===== src/rtl/clock_period_meter.sv =====
// clock_period_meter: measures the rising-to-rising period and the high time
// of a slow clock-like input in clock_in cycles, with lock and timeout status.
`timescale 1ns/1ps
module clock_period_meter #(
    parameter int WIDTH       = 28,
    parameter int SYNC_STAGES = 2,
    parameter int LOCK_COUNT  = 2
) (
    input  logic             clock_in,
    input  logic             rst,
    input  logic             enable,
    input  logic             signal_in,
    output logic [WIDTH-1:0] period,
    output logic [WIDTH-1:0] high_time,
    output logic             valid,
    output logic             locked,
    output logic             timeout
);
    localparam logic [WIDTH-1:0] CNT_MAX = {WIDTH{1'b1}};
    localparam logic [WIDTH-1:0] CNT_ONE = WIDTH'(1);
    localparam logic [3:0]       LOCK_N  = 4'(LOCK_COUNT);

    typedef enum logic {IDLE = 1'b0, MEASURE = 1'b1} state_t;

    state_t                 state, state_nxt;
    logic [SYNC_STAGES-1:0] sync_q;
    logic                   s, s_d, rise, fall;

    logic [WIDTH-1:0] cnt, cnt_nxt;
    logic [WIDTH-1:0] hcnt, hcnt_nxt;
    logic [WIDTH-1:0] hi_lat, hi_lat_nxt;
    logic [WIDTH-1:0] period_nxt, high_nxt;
    logic [3:0]       match_cnt, match_nxt;
    logic             have_prev, have_prev_nxt;
    logic             valid_nxt, locked_nxt, timeout_nxt;

    assign s    = sync_q[SYNC_STAGES-1];
    assign rise = s & ~s_d;
    assign fall = ~s & s_d;

    // Synchronizer chain plus one extra flop for edge detection
    always_ff @(posedge clock_in or negedge rst) begin
        if (!rst) begin
            sync_q <= '0;
            s_d    <= 1'b0;
        end else begin
            sync_q <= {sync_q[SYNC_STAGES-2:0], signal_in};
            s_d    <= s;
        end
    end

    // State register
    always_ff @(posedge clock_in or negedge rst) begin
        if (!rst) state <= IDLE;
        else      state <= state_nxt;
    end

    // Next state: enable dominates, then a rise, then counter saturation
    always_comb begin
        state_nxt = state;
        if (!enable) begin
            state_nxt = IDLE;
        end else begin
            case (state)
                IDLE:    if (rise) state_nxt = MEASURE;
                MEASURE: if (!rise && cnt == CNT_MAX) state_nxt = IDLE;
                default: state_nxt = IDLE;
            endcase
        end
    end

    // Datapath / output next values for the current state and edges
    always_comb begin
        cnt_nxt       = cnt;
        hcnt_nxt      = hcnt;
        hi_lat_nxt    = hi_lat;
        period_nxt    = period;
        high_nxt      = high_time;
        match_nxt     = match_cnt;
        have_prev_nxt = have_prev;
        valid_nxt     = 1'b0;
        timeout_nxt   = timeout;
        // locked trails match_cnt by one cycle
        locked_nxt    = (match_cnt == LOCK_N);
        if (!enable) begin
            cnt_nxt       = '0;
            hcnt_nxt      = '0;
            match_nxt     = '0;
            have_prev_nxt = 1'b0;
            timeout_nxt   = 1'b0;
            locked_nxt    = 1'b0;
        end else begin
            case (state)
                IDLE: begin
                    cnt_nxt  = rise ? CNT_ONE : '0;
                    hcnt_nxt = rise ? CNT_ONE : '0;
                end
                MEASURE: begin
                    if (fall) hi_lat_nxt = hcnt;
                    if (rise) begin
                        // a rise at cnt == CNT_MAX still reports, no timeout
                        period_nxt    = cnt;
                        high_nxt      = hi_lat;
                        valid_nxt     = 1'b1;
                        cnt_nxt       = CNT_ONE;
                        hcnt_nxt      = CNT_ONE;
                        timeout_nxt   = 1'b0;
                        have_prev_nxt = 1'b1;
                        if (have_prev && cnt == period)
                            match_nxt = (match_cnt == LOCK_N) ? LOCK_N : match_cnt + 4'd1;
                        else
                            match_nxt = '0;
                    end else if (cnt == CNT_MAX) begin
                        cnt_nxt       = '0;
                        hcnt_nxt      = '0;
                        match_nxt     = '0;
                        have_prev_nxt = 1'b0;
                        timeout_nxt   = 1'b1;
                        locked_nxt    = 1'b0;
                    end else begin
                        cnt_nxt = cnt + CNT_ONE;
                        if (s) hcnt_nxt = hcnt + CNT_ONE;
                    end
                end
                default: ;
            endcase
        end
    end

    // Datapath and status registers
    always_ff @(posedge clock_in or negedge rst) begin
        if (!rst) begin
            cnt       <= '0;
            hcnt      <= '0;
            hi_lat    <= '0;
            period    <= '0;
            high_time <= '0;
            match_cnt <= '0;
            have_prev <= 1'b0;
            valid     <= 1'b0;
            locked    <= 1'b0;
            timeout   <= 1'b0;
        end else begin
            cnt       <= cnt_nxt;
            hcnt      <= hcnt_nxt;
            hi_lat    <= hi_lat_nxt;
            period    <= period_nxt;
            high_time <= high_nxt;
            match_cnt <= match_nxt;
            have_prev <= have_prev_nxt;
            valid     <= valid_nxt;
            locked    <= locked_nxt;
            timeout   <= timeout_nxt;
        end
    end

endmodule

===== config.mk =====
export PLATFORM = sky130hd
export DESIGN_NAME = clock_period_meter
export DESIGN_NICKNAME = d
export VERILOG_FILES = /design/src/rtl/clock_period_meter.sv
export SDC_FILE = /design/constraint.sdc
export NUM_CORES = 1
export LEC_CHECK = 0
export BUFFER_PORTS_ARGS = -buffer_cell sky130_fd_sc_hd__buf_2
export CAP_MARGIN = 40
export CORE_MARGIN = 1.5
export CORE_UTILIZATION = 59
export DETAILED_ROUTE_END_ITERATION = 8
export PLACE_DENSITY = 0.87
export SYNTH_ARGS = -nofsm -noshare
export SYNTH_HDL_FRONTEND = slang
export SYNTH_SLANG_ARGS = --single-unit

===== constraint.sdc =====
create_clock -name clock_in -period 2.5 [get_ports clock_in]
set_input_delay 0.75 -clock clock_in [delete_from_list [all_inputs] [get_ports clock_in]]
set_output_delay 0.75 -clock clock_in [all_outputs]
set_load 0.1 [all_outputs]

==> metrics <==
worst setup margin 0.230 ns; syn nets 745; CTS clk-pin slew, worst paths 0.06 ns; register area 3800 µm²; drt via density 6.01; CP Class reg2reg; leak pwr 3.90 nW; crit path buf inv count 2; area leader, netlist dfrtp_1; CTS tree done; Critical Path AT 2.56 ns; DRT Pass-1 Iters 9; vias 5702; share of cells above drive strength 1 0.176; Cells after Synth 737; H-Tree Depth 4; WL final 16500 µm; failing checks DRC; antenna violations before repair 0; Die Width 112 µm; core box area 11500 µm²; Max-slew headroom 0.558; final net count 801; GR Overflow Total 0; RSZ-0062 raised after global routing false; ys flop type dfrtp_1; Num CTS Buffers 17; Antenna Violating Nets Remaining 0; critical path launch point type register; Peak VDD IR 0.000427 V; worst skew pair latency 0.43 ns; Port Buffers 62; CTS Sinks 152; Synth-to-Final Area Change 15.3%; number of synthesized flops with an enable pin 0; endpoint class of the critical path register; Final Setup Violations 0; period utilization 0.908; Multi-input gate area 2990 µm²; synth top area cells dfrtp_1 54%, nand2_1 11%, xnor2_1 5.5%, mux2_2 2.7%, nand3_1 2.3%; pins over their slew limit 0; Max Cap Violations 0; Die ar. 12600 µm²; Final Hold Fails 0; Power Density 635 nW/µm²; HP Class in2async; top cell family by delay on the critical path simple AND/OR/NAND/NOR gates; IO Pins 63; fmax 0.440 GHz; Iteration-0 DRC Markers 735; Ys Warns 0; worst slack, placed 0.0660 ns; synthesized area 7060 µm²; Mean Syn Cell Area 9.57 µm²; #FFs+latches synth 152; Tmin final 2.27 ns; routed len/inst 17.4 µm; number of fill cells in the layout 789; dpl hpwl 10400 µm; post-synthesis sequential area ratio 0.539; status finished, violations left; slowest stage cell, crit path dfrtp_1; clk_skew 0.0108 ns; CP peak stage delay 0.39 ns; Fin Setup TNS 0 ns; Critical Path RT 2.79 ns; Crit Path Max Fanout 32; CTS root buf clkbuf_16; commonest non-fill, non-tap cell in the layout nand2_1; commonest cells after routing, fill and taps aside 202 x nand2_1, 152 x dfrtp_1, 61 x buf_2, 44 x xnor2_1, 39 x nor2_1; Post-route DRC 6; FP Rows 39; Netlist cell types 55; placer congestion estimate 0.886; Worst-Margin Slew 0.662 ns; Antenna diodes 0; Async S/R FF share, synth 1.00; DIE HEIGHT 112 µm; top-area cell type share of the netlist area 0.539; Max clock buf depth 2; Starting Density 0.613; vias in the first global route 5558; largest net degree at the start of global routing 63; worst path cell trace ha_1, and3_1, and4_1, nand4_1, buf_12, nand2_1, buf_4, nor2_1; overall routing resource usage 0.278; first-pass GRT wire length 27800 µm
==> worst reg2reg max path: stages (launching register included) <==
cell and delay [ns]:
dfrtp_1 0.39, ha_1 0.27, and3_1 0.28, and4_1 0.33, nand4_1 0.19, buf_12 0.21, nand2_1 0.10, buf_4 0.26
nor2_1 0.11
==> timing repair <==
item,4_1_cts,5_1_grt
hold buffers,0,0
setup endpoints to repair,0,1
buffers inserted,0,0
gates resized for setup,0,1
hold endpoints to repair,0,0
==> flip-flops by register name (all words and copies together) (netlist names) <==
| register | count |
|---|---|
| locked | 1 |
| period | 28 |
| hi_lat | 28 |
| cnt | 28 |
| s_d | 1 |
| high_time | 28 |
| match_cnt | 4 |
| valid | 1 |
| timeout | 1 |
| hcnt | 28 |
| sync_q | 2 |
| state | 1 |
| have_prev | 1 |
==> power breakdown <==
| part | switching [mW] | total [mW] | internal [mW] | leakage (nW) |
|---|---|---|---|---|
| combinational | 0.169 | 0.217 | 0.0489 | 1.52 |
| clock | 1.00 | 2.44 | 1.44 | 0.263 |
| sequential | 0.0192 | 2.50 | 2.48 | 2.11 |
==> through the flow <==
stage          cells  utilization  cell area, µm²  hold slack (ns)  total power, mW
6_report         949        0.706            8130            0.268             5.16
5_1_grt          949        0.706            8130            0.298             5.30
4_1_cts          949        0.706            8130            0.277             5.18
3_5_place_dp     917        0.657            7560            0.336             2.76
3_3_place_gp     917        0.657            7560            0.338             2.76
2_1_floorplan    737            -            7060            0.331             2.67
==> routing by layer <==
| metal | global-route usage | up-vias | wire length, µm |
|---|---|---|---|
| met2 | 0.440 | 300 | 7670 |
| met4 | 0.0987 | 0 | 416 |
| met1 | 0.379 | 2717 | 7110 |
| li1 | - | 2635 | - |
| met5 | 0 | - | 0 |
| met3 | 0.0659 | 50 | 1280 |
==> cells in the mapped netlist, types with 2 or more instances <==
cell type,instances
a21oi_1,2
a21o_1,2
nor3_1,6
mux2_2,17
xnor2_1,44
buf_1,4
mux2i_1,5
nand4_1,22
ha_1,4
o21ai_0,30
buf_2,13
o31ai_1,3
inv_1,22
a311oi_1,3
or4_1,13
nand4b_1,2
xor2_1,12
and4_1,6
a22o_1,3
and3_1,7
nand3_1,33
nor2b_1,4
nand2_1,202
dfrtp_1,152
or2_2,2
o31a_1,2
and2_1,3
o2bb2ai_1,2
clkbuf_1,22
clkbuf_2,2
or3_1,2
nor2_1,40
nor4_1,10
a31oi_1,20
==> layout make-up <==
cell class,count,area share
Timing Repair Buffer,79,0.0623
Tap cell,143,0.0220
Clock inverter,11,0.0122
Sequential cell,152,0.468
Inverter,23,0.0106
Clock buffer,21,0.0578
Multi-Input combinational cell,520,0.367
==> cell families after synthesis <==
| logic type | share of synthesized area |
|---|---|
| AOI/OAI and AO/OA | 0.0725 |
| xor gates and xnor gates | 0.0695 |
| adders and majority gates | 0.00709 |
| buffers and inverters | 0.0378 |
| DFF | 0.539 |
| muxes | 0.0342 |
| and+or+nand+nor | 0.240 |
==> worst paths after layout <==
check / start / to / slack, ns / depth (start not counted)
worst max-delay path: cnt[1] / cnt[17] / 0.23 / 8
worst min-delay path: rst / valid / 0.27 / 1
worst max register to register: cnt[1] / cnt[17] / 0.23 / 8
worst min register to register: sync_q[0] / sync_q[1] / 0.35 / 0
max in group asynchronous: rst / cnt[6] / 1.54 / 2
min in group clock_in: sync_q[0] / sync_q[1] / 0.35 / 0
Note: power is estimated with default switching activity, not from simulation.
